$ cat src/rtl/resize_bitpack_rx_if.sv
// Bundle of the resize-stream input, packed-word output and status signals.
interface resize_bitpack_rx_if #(
    parameter int unsigned WORD_W = 32
);
    logic              DIN_VALID;
    logic              DIN;
    logic              LAST_IN_LINE;
    logic              LAST_PIX;
    logic              SQUEEZE;
    logic              NEXT_LAST_PIX;
    logic [WORD_W-1:0] WORD_DATA;
    logic [5:0]        WORD_LEN;
    logic              WORD_LAST_LINE;
    logic              WORD_LAST_FRAME;
    logic              WORD_VALID;
    logic              WORD_READY;
    logic              SQUEEZE_LATCHED;
    logic [8:0]        LINE_CNT;
    logic [16:0]       FRAME_ONES;
    logic              OVERFLOW;

    // Upstream pixel source and downstream word consumer.
    modport master (
        output DIN_VALID, DIN, LAST_IN_LINE, LAST_PIX, SQUEEZE, WORD_READY,
        input  NEXT_LAST_PIX, WORD_DATA, WORD_LEN, WORD_LAST_LINE, WORD_LAST_FRAME,
        input  WORD_VALID, SQUEEZE_LATCHED, LINE_CNT, FRAME_ONES, OVERFLOW
    );

    // The receiver itself.
    modport slave (
        input  DIN_VALID, DIN, LAST_IN_LINE, LAST_PIX, SQUEEZE, WORD_READY,
        output NEXT_LAST_PIX, WORD_DATA, WORD_LEN, WORD_LAST_LINE, WORD_LAST_FRAME,
        output WORD_VALID, SQUEEZE_LATCHED, LINE_CNT, FRAME_ONES, OVERFLOW
    );
endinterface

$ cat src/rtl/resize_bitpack_rx.sv
// Receiver for the binary resize stream: packs pixels LSB-first into words, closes a
// word at WORD_W bits or at any line end, and queues words in an FWFT FIFO. Signals
// frame completion upstream once the frame's final word has left the FIFO.
module resize_bitpack_rx #(
    parameter int unsigned WORD_W     = 32,
    parameter int unsigned FIFO_DEPTH = 4
) (
    input logic                CLK,
    input logic                RST,
    resize_bitpack_rx_if.slave bus
);
    localparam int unsigned PtrW    = $clog2(FIFO_DEPTH);
    localparam logic [PtrW:0] FullCnt = (PtrW + 1)'(FIFO_DEPTH);

    localparam logic [1:0] StIdle  = 2'd0;
    localparam logic [1:0] StRun   = 2'd1;
    localparam logic [1:0] StDrain = 2'd2;

    typedef struct packed {
        logic [WORD_W-1:0] data;
        logic [5:0]        len;
        logic              last_line;
        logic              last_frame;
    } word_t;

    logic [1:0]        state_q, state_d;
    logic [WORD_W-1:0] pack_q;
    logic [5:0]        bit_cnt_q;
    logic              squeeze_q, squeeze_d;
    logic [8:0]        line_q, line_d;
    logic [16:0]       ones_q, ones_d;
    logic [16:0]       fones_q, fones_d;
    logic              ovf_q, ovf_d;
    logic              nlp_q, nlp_d;
    logic              lf_drop_q, lf_drop_d;

    word_t             mem [FIFO_DEPTH];
    logic [PtrW-1:0]   wr_ptr_q, rd_ptr_q;
    logic [PtrW:0]     count_q;

    logic              accept, line_end, close, full, valid, pop, push, drop;
    logic [WORD_W-1:0] pack_next;
    logic [5:0]        len_next;
    word_t             head, new_word;

    assign accept    = bus.DIN_VALID && (state_q != StDrain);
    assign line_end  = bus.LAST_IN_LINE | bus.LAST_PIX;
    assign pack_next = pack_q | ({{(WORD_W-1){1'b0}}, bus.DIN} << bit_cnt_q);
    assign len_next  = bit_cnt_q + 6'd1;
    assign close     = accept && ((len_next == 6'(WORD_W)) || line_end);

    assign valid = (count_q != '0);
    assign full  = (count_q == FullCnt);
    assign pop   = valid && bus.WORD_READY;
    // A pop in the same cycle frees the slot, so a full FIFO still takes the push.
    assign push  = close && (!full || pop);
    assign drop  = close && !push;
    assign head  = mem[rd_ptr_q];

    assign new_word = '{data: pack_next, len: len_next, last_line: line_end,
                        last_frame: bus.LAST_PIX};

    // Head fields are masked so an empty FIFO presents all-zero outputs.
    assign bus.WORD_VALID      = valid;
    assign bus.WORD_DATA       = valid ? head.data : '0;
    assign bus.WORD_LEN        = valid ? head.len : '0;
    assign bus.WORD_LAST_LINE  = valid & head.last_line;
    assign bus.WORD_LAST_FRAME = valid & head.last_frame;
    assign bus.NEXT_LAST_PIX   = nlp_q;
    assign bus.SQUEEZE_LATCHED = squeeze_q;
    assign bus.LINE_CNT        = line_q;
    assign bus.FRAME_ONES      = fones_q;
    assign bus.OVERFLOW        = ovf_q;

    // Frame state, per-frame counters and sticky overflow.
    always_comb begin
        state_d   = state_q;
        squeeze_d = squeeze_q;
        line_d    = line_q;
        ones_d    = ones_q;
        fones_d   = fones_q;
        ovf_d     = ovf_q;
        lf_drop_d = lf_drop_q;
        nlp_d     = 1'b0;
        case (state_q)
            StIdle: begin
                if (accept) begin
                    squeeze_d = bus.SQUEEZE;
                    ones_d    = {16'd0, bus.DIN};
                    line_d    = {8'd0, line_end};
                    if (bus.LAST_PIX) begin
                        state_d = StDrain;
                        fones_d = {16'd0, bus.DIN};
                    end else begin
                        state_d = StRun;
                    end
                end
            end
            StRun: begin
                if (accept) begin
                    ones_d = ones_q + {16'd0, bus.DIN};
                    if (line_end && (line_q != 9'd511)) line_d = line_q + 9'd1;
                    if (bus.LAST_PIX) begin
                        state_d = StDrain;
                        fones_d = ones_q + {16'd0, bus.DIN};
                    end
                end
            end
            StDrain: begin
                if (bus.DIN_VALID) ovf_d = 1'b1;
                // If the frame's final word was dropped, an empty FIFO ends the frame.
                if ((pop && head.last_frame) || (lf_drop_q && !valid)) begin
                    state_d   = StIdle;
                    nlp_d     = 1'b1;
                    lf_drop_d = 1'b0;
                end
            end
            default: state_d = StIdle;
        endcase
        if (drop) begin
            ovf_d = 1'b1;
            if (bus.LAST_PIX) lf_drop_d = 1'b1;
        end
    end

    // Control and status registers.
    always_ff @(posedge CLK) begin
        if (RST) begin
            state_q   <= StIdle;
            squeeze_q <= 1'b0;
            line_q    <= '0;
            ones_q    <= '0;
            fones_q   <= '0;
            ovf_q     <= 1'b0;
            nlp_q     <= 1'b0;
            lf_drop_q <= 1'b0;
        end else begin
            state_q   <= state_d;
            squeeze_q <= squeeze_d;
            line_q    <= line_d;
            ones_q    <= ones_d;
            fones_q   <= fones_d;
            ovf_q     <= ovf_d;
            nlp_q     <= nlp_d;
            lf_drop_q <= lf_drop_d;
        end
    end

    // Bit packer: restarts empty after every closed word.
    always_ff @(posedge CLK) begin
        if (RST) begin
            pack_q    <= '0;
            bit_cnt_q <= '0;
        end else if (accept) begin
            if (close) begin
                pack_q    <= '0;
                bit_cnt_q <= '0;
            end else begin
                pack_q    <= pack_next;
                bit_cnt_q <= len_next;
            end
        end
    end

    // FIFO storage; contents need no reset since the head is masked when empty.
    always_ff @(posedge CLK) begin
        if (push) mem[wr_ptr_q] <= new_word;
    end

    // FIFO pointers and occupancy.
    always_ff @(posedge CLK) begin
        if (RST) begin
            wr_ptr_q <= '0;
            rd_ptr_q <= '0;
            count_q  <= '0;
        end else begin
            if (push) wr_ptr_q <= wr_ptr_q + 1'b1;
            if (pop) rd_ptr_q <= rd_ptr_q + 1'b1;
            case ({push, pop})
                2'b10:   count_q <= count_q + 1'b1;
                2'b01:   count_q <= count_q - 1'b1;
                default: count_q <= count_q;
            endcase
        end
    end
endmodule

$ cat src/flat_wrapper.sv
// flat-port wrapper written by rule: the top's interface ports become plain ports
module resize_bitpack_rx_flat 
#(
    parameter int unsigned WORD_W     = 32,
    parameter int unsigned FIFO_DEPTH = 4
)
  (CLK, RST, bus_DIN_VALID, bus_DIN, bus_LAST_IN_LINE, bus_LAST_PIX, bus_SQUEEZE, bus_WORD_READY, bus_NEXT_LAST_PIX, bus_WORD_DATA, bus_WORD_LEN, bus_WORD_LAST_LINE, bus_WORD_LAST_FRAME, bus_WORD_VALID, bus_SQUEEZE_LATCHED, bus_LINE_CNT, bus_FRAME_ONES, bus_OVERFLOW);
  resize_bitpack_rx_if #(.WORD_W(WORD_W)) bus_i ();
  input logic CLK;
  input logic RST;
  input wire logic [$bits(bus_i.DIN_VALID)-1:0] bus_DIN_VALID;
  input wire logic [$bits(bus_i.DIN)-1:0] bus_DIN;
  input wire logic [$bits(bus_i.LAST_IN_LINE)-1:0] bus_LAST_IN_LINE;
  input wire logic [$bits(bus_i.LAST_PIX)-1:0] bus_LAST_PIX;
  input wire logic [$bits(bus_i.SQUEEZE)-1:0] bus_SQUEEZE;
  input wire logic [$bits(bus_i.WORD_READY)-1:0] bus_WORD_READY;
  output wire logic [$bits(bus_i.NEXT_LAST_PIX)-1:0] bus_NEXT_LAST_PIX;
  output wire logic [$bits(bus_i.WORD_DATA)-1:0] bus_WORD_DATA;
  output wire logic [$bits(bus_i.WORD_LEN)-1:0] bus_WORD_LEN;
  output wire logic [$bits(bus_i.WORD_LAST_LINE)-1:0] bus_WORD_LAST_LINE;
  output wire logic [$bits(bus_i.WORD_LAST_FRAME)-1:0] bus_WORD_LAST_FRAME;
  output wire logic [$bits(bus_i.WORD_VALID)-1:0] bus_WORD_VALID;
  output wire logic [$bits(bus_i.SQUEEZE_LATCHED)-1:0] bus_SQUEEZE_LATCHED;
  output wire logic [$bits(bus_i.LINE_CNT)-1:0] bus_LINE_CNT;
  output wire logic [$bits(bus_i.FRAME_ONES)-1:0] bus_FRAME_ONES;
  output wire logic [$bits(bus_i.OVERFLOW)-1:0] bus_OVERFLOW;
  assign bus_i.DIN_VALID = bus_DIN_VALID;
  assign bus_i.DIN = bus_DIN;
  assign bus_i.LAST_IN_LINE = bus_LAST_IN_LINE;
  assign bus_i.LAST_PIX = bus_LAST_PIX;
  assign bus_i.SQUEEZE = bus_SQUEEZE;
  assign bus_i.WORD_READY = bus_WORD_READY;
  assign bus_NEXT_LAST_PIX = bus_i.NEXT_LAST_PIX;
  assign bus_WORD_DATA = bus_i.WORD_DATA;
  assign bus_WORD_LEN = bus_i.WORD_LEN;
  assign bus_WORD_LAST_LINE = bus_i.WORD_LAST_LINE;
  assign bus_WORD_LAST_FRAME = bus_i.WORD_LAST_FRAME;
  assign bus_WORD_VALID = bus_i.WORD_VALID;
  assign bus_SQUEEZE_LATCHED = bus_i.SQUEEZE_LATCHED;
  assign bus_LINE_CNT = bus_i.LINE_CNT;
  assign bus_FRAME_ONES = bus_i.FRAME_ONES;
  assign bus_OVERFLOW = bus_i.OVERFLOW;
  resize_bitpack_rx #(.WORD_W(WORD_W), .FIFO_DEPTH(FIFO_DEPTH)) u_core (.CLK(CLK), .RST(RST), .bus(bus_i));
endmodule
$ cat config.mk
export PLATFORM = sky130hd
export DESIGN_NAME = resize_bitpack_rx_flat
export DESIGN_NICKNAME = d
export VERILOG_FILES = /design/src/rtl/resize_bitpack_rx_if.sv /design/src/rtl/resize_bitpack_rx.sv /design/src/flat_wrapper.sv
export SDC_FILE = /design/constraint.sdc
export NUM_CORES = 1
export LEC_CHECK = 0
export ABC_AREA = 1
export CORE_MARGIN = 3
export CORE_UTILIZATION = 40
export DETAILED_ROUTE_END_ITERATION = 6
export PLACE_DENSITY = 0.68
export SLEW_MARGIN = 40
export SYNTH_ARGS = -nofsm -noshare
export SYNTH_HDL_FRONTEND = slang
export SYNTH_SLANG_ARGS = --single-unit
export TNS_END_PERCENT = 5
$ cat constraint.sdc
create_clock -name CLK -period 10.65 [get_ports CLK]
set_input_delay 1.5975 -clock CLK [delete_from_list [all_inputs] [get_ports CLK]]
set_output_delay 1.5975 -clock CLK [all_outputs]
set_load 0.05 [all_outputs]
# Yosys cells after proc, flatten, opt, wreduce, memory -nomap -nowiden
# Memory sizes are Yosys's and may differ from the RTL's. A register that Yosys moved wholly into a read port is not among the register bits.
# Index checks and enable logic that the tools add are counted.
# op_classes
n_addsub	7
multipliers	0
div_mod_pow	0
n_lt_le_gt_ge	0
bitwise	5
n_reduce_logical	27
n_eq_ne	14
shift	1
n_mux	35
# op_table
op	n
$mux 17	6
$pmux 17 s2	2
$mux 32	2
$or 32x32->32	1
$shl 1x6->32	1
$mux 9	3
$pmux 9 s2	1
$add 17x1->17	1
$mux 2	7
$mux 6	2
$mux 1	10
$add 9x1->9 const B	1
$ne 9x9->1 const B	1
$logic_and 1x1->1	8
$ne 2x1->1 const B	4
$reduce_and 4->1	2
$reduce_bool 2->1	4
$add 6x1->6 const B	1
$eq 6x6->1 const B	1
$ne 2x2->1 const B	3
$pmux 2 s3	1
$pmux 3 s2	1
$reduce_and 5->1	1
$add 2x1->2 const B	2
other kinds (15)	23
# totals
n_memories	1
ram_bits	160
reg_bits	94
word_cells	103
input_bits	8
output_inout_bits	70
mem_bits_ro	0
latch_bits	0
# mem_list
name	words	word_bits	read_ports	rd_ports_with_merged_regs	write_ports	line	source
u_core.mem	4	40	1	1	1	resize_bitpack_rx.sv:37	word_t mem [FIFO_DEPTH];

# Longest topological paths before layout
# logic_depth
word_depth	9
depth_mapped	15
ltp_nobuf	15

# Least setup slack after synthesis
# OpenSTA, ideal clock, no wires.
# synth_path
path_type	input port to flip-flop
from	input bus_DIN_VALID
to	memory u_core.mem[0][0] (netlist bit), enable pin
setup_ps	437
stages	6
arrival_ps	3914
t_required_ps	10213
n_path_buf	0
setup_slack_ps	6299
cell_sequence	nand2_2 -> inv_1 -> nand2_1 -> nand2_4 -> nand2_2 -> nor2_1
# synth_via
elab_chain_len	5
# synth_rtl
element	line	source
from (decl)	flat_wrapper.sv:11	input wire logic [$bits(bus_i.DIN_VALID)-1:0] bus_DIN_VALID;
$logic_and 1x1->1	resize_bitpack_rx.sv:46	assign accept = bus.DIN_VALID && (state_q != StDrain);
$logic_and 1x1->1	resize_bitpack_rx.sv:50	assign close = accept && ((len_next == 6'(WORD_W)) || line_end);
$logic_and 1x1->1	resize_bitpack_rx.sv:56	assign push = close && (!full || pop);
$mux 1	resize_bitpack_rx.sv:167	if (push) mem[wr_ptr_q] <= new_word;
$mux 1 (implied by the code)	resize_bitpack_rx.sv:167	
to (decl)	resize_bitpack_rx.sv:37	
# Every way passes these cells.

==> impl.org <==
** Final layout
- Area of all placed cells without fillers :: 0.0126 mm^2
- For this run, the post-layout net count is 1149.
- Compared with the post-synthesis result, the final layout area differs by 18.9%.
- Storage element area :: 0.00673 mm^2
- Area taken by multi-input logic gates :: 0.00338 mm^2
- Total inserted antenna cells :: 0
- # fillers :: ~2400
- Fraction of final layout cells with drive strength greater than 1 :: 0.0721
- The finished layout holds 1481 standard cells, fillers aside.
- Final core area utilization :: 0.492

** Route
- Drt drc :: 0
- Iteration-0 DRC count of the detailed router :: around 600
- Via/cell ratio :: 5.16
- In the final routed layout, each cell accounts on average for 15.6 um.
- The first detailed-routing pass took 5 iterations.
- For this block, the via count after detailed routing is 7649.
- For this block, the routed nets add up to 23200 um of wire.
- Post-DRT Antenna Nets :: 0

** Timing
- The number of hold-slack violations in the final timing report was 0.
- Setup repair after global routing left no endpoint under its margin.
- On the final layout, the worst clock skew is 18.7 ps.
- Slew of the pin with the lowest slew margin :: 676 ps
- Setup slack on the critical path of the routed design comes to 5650 ps.
- Total Neg Setup Slack :: 0 ps
- Worst hold margin :: roughly 470 ps
- Count of final setup violators :: 0
- Dividing the final minimum period by the clock period gives 0.469.
- Fin. max-slew vios :: 0
- Shortest clock period the worst path allows after layout :: 5000 ps
- The worst pin sits at a relative slew slack of 0.549.
- F_max :: 200 MHz

** Setup path
- The worst register-to-register path ends at u_core.mem[0][10]$_DFFE_PP_.
- Setup slack, reg-to-reg :: 7260 ps
- CP peak stage delay :: 740 ps
- The critical path is of the flip-flop to output port type.
- Data on the critical path arrives at its endpoint at 3400 ps.
- The critical path contains buffers and inverters numbering 4 combined.
- Traced cell by cell, the critical path runs through buf_6 > clkinv_1 > buf_4 > o21ai_0 > a21oi_1 > clkdlybuf4s50_1.
- Reg2Reg Launch Point :: u_core.bit_cnt_q[1]$_SDFFE_PP0P_
- Worst Path Max Fanout :: 81
- Req. time, crit path :: 9050 ps
- The critical path ends at bus_WORD_LAST_LINE.
- Worst-path cell with the longest stage delay :: clkdlybuf4s50_1
- Logic depth of the worst register-to-register path :: 12
- STA classifies the critical path startpoint as a flip-flop.
- In this run the number of cells on the critical path is 6.
- Type of element capturing the critical path :: output port
- Crit path max-delay family :: buffers and inverters

** CTS
- Cts-stage hold buffer count :: 0
- The number of clock buffers added by TritonCTS is 27.
- The number of setup buffers added after CTS is 0.
- Clock tree synthesis selected as its root buffer the cell clkbuf_16.
- Clock latency on the worst-skew pair :: 540 ps
- CTS tree :: done
- Count of clock tree sinks :: ~260
- CTS built an H-tree with a depth of 1.
- After clock tree synthesis, the clock-pin slew on the worst setup and hold paths is 60 ps.
- The longest clock path from root to sink contains 3 buffers.
- CTS resizes :: 0

** Yosys
- The most used flip-flop cell after synthesis is edfxtp_1.
- The synthesized netlist contains 41 unique library cells.
- Register bit count reported by yosys :: 256
- Synthesis produced 1067 cells.
- Syn Std Cell Area :: 0.0106 mm^2
- Cell with the most instances after synthesis :: nor2_1
- During synthesis, Yosys emitted a total of 0 warnings.
- Of the synthesized area, sequential elements account for 0.637.
- Synth top area share :: 0.455
- Yosys mapped a number of flops with a built-in enable equal to between 150 and 200.
- Cell type contributing the most total cell area after synthesis :: edfxtp_1
- Top cells by count, synth :: nor2_1, o21ai_0, edfxtp_1
- Each instance of the synthesized netlist takes up on average 9.90 um^2.
- By area the synthesized netlist is led by edfxtp_1, dfxtp_1, o21ai_0, nor2_1, a21oi_1.
- Number of nets in the synthesized netlist :: around 1100
- Fraction of synthesis flops using an asynchronous set or reset pin :: 0

** Run status
- The run finished with clean final reports.

** Placement
- Prior to clock tree synthesis, the placed netlist has a worst setup slack of 5390 ps.
- Area after detailed placement :: roughly 0.012 mm^2
- In this run, placement finished with an instance count of 1431.
- Port Buffer Count :: 77
- Summed over all nets, the half-perimeter wirelength after detailed placement is 14500 um.
- The congestion estimate from routability-driven global placement came to 0.843.

** Global routing
- Wire length of the first global-routing pass :: 37900 um
- Global routing finished with a remaining overflow of 0.
- Total routing resource utilization after global routing :: 0.162
- The number of global-route vias before repair was between 7000 and 8000.
- The initial antenna violation count came to 1.
- Entering global routing, the biggest net connects 82 pins.

** Die
- Die footprint :: 0.0284 mm^2
- The core region is 0.0255 mm^2.
- Floorplan die width :: 168 um
- Row generation in the floorplan step produced just under 60 rows.
- Top Ports :: 78
- The floorplan step set the die height to 168 um.
- Initial core utilization :: 0.413

** Hold path
- Launch instance of the worst min-delay path :: u_core.rd_ptr_q[1]$_SDFFE_PP0P_
- The tightest min-delay check is of the flip-flop to flip-flop type.

** Run
- Across the run, the number of max-cap violations was 0.

** Power and ir drop
- Static leakage power :: 4.57 nW
- Across the VDD grid, the largest voltage drop is 0.194 mV.
- Total power consumption of the routed design :: about 3.2 mW
- In this run the power density over the cells is 251 mW/mm^2.
-- flip-flops by register name, summed over array words and instances (netlist names), named ones only --
| register | flops |
|---|---|
| u_core.count_q | 3 |
| u_core.wr_ptr_q | 2 |
| u_core.lf_drop_q | 1 |
| u_core.ones_q | 17 |
| u_core.bus.NEXT_LAST_PIX | 1 |
| u_core.bus.SQUEEZE_LATCHED | 1 |
| u_core.mem | 160 |
| u_core.pack_q | 32 |
| u_core.bus.FRAME_ONES | 17 |
| u_core.bus.OVERFLOW | 1 |
| u_core.rd_ptr_q | 2 |
| u_core.bus.LINE_CNT | 9 |
| u_core.state_q | 2 |
| u_core.bit_cnt_q | 6 |
-- cell families after synthesis --
family                   share of synthesized area
AND/OR/NAND/NOR                              0.149
AO/OA/AOI/OAI                                0.151
XOR/XNOR                                   0.00249
adder cells (fa/ha/maj)                     0.0137
flip-flops                                   0.637
buffers and inverters                       0.0463
-- cell usage in the layout, fill, tap and decap left out, drive strengths merged, types with 10 or more instances in the layout --
cell type      Yosys  routed
dfxtp             96      96
inv               69      70
edfxtp           160     160
o21ai            163     163
nor3              44      44
clkdlybuf4s50      0      77
ha                10      10
nor2             211     211
nand3             26      26
clkbuf            44      39
a21oi            105     105
buf               11      12
o21bai            24      24
nand2             84      84
-- worst register-to-register path, cell delays in order, from the launching register on --
cell and delay (ps):
dfxtp_1 510, ha_1 230, inv_1 60, nand2_1 50, nand2_1 170, nor2_1 140, nand2_1 80, nor2_2 120
nand2_2 90, nand2_4 340, nand2_2 280, nor2_4 520, buf_4 450
-- worst min-delay path by stage --
| stage | endpoint | cells past startpoint | slack (ps) |
|---|---|---|---|
| detailed placement | u_core.lf_drop_q$_SDFF_PP0_ | 2 | 470 |
| floorplan | flip-flop | 2 | 440 |
| finish | flip-flop | 2 | 470 |
| CTS | flip-flop | 2 | 480 |
| global route | flip-flop | 2 | 490 |
| global placement | u_core.bus.SQUEEZE_LATCHED$_SDFFE_PP0P_ | 2 | 450 |
-- power breakdown --
part | internal (mW) | total, mW | switching [mW]
Sequential | 1.11 | 1.14 | 0.0252
Combinational | 0.304 | 1.08 | 0.773
Clock | 0.554 | 0.935 | 0.381
-- per-layer routing --
metal  part of all wire  global-route usage  wire length, um  up-vias
met5            0.00039                   0                9        -
met2               0.46               0.262            10700      206
met1               0.45               0.225            10500     3592
li1                   -                   -                -     3807
met4              0.026              0.0445              604        2
met3              0.059              0.0304             1370       42
-- cell type report --
cell class                 count  area share
inverter                      69      0.0206
clock inverter                11     0.00807
clock buffer                  39      0.0641
sequential                   256       0.536
tap                          330      0.0329
multi-input combinational    687       0.269
timing repair buffer          89      0.0694
(Power assumes the default switching activity.)
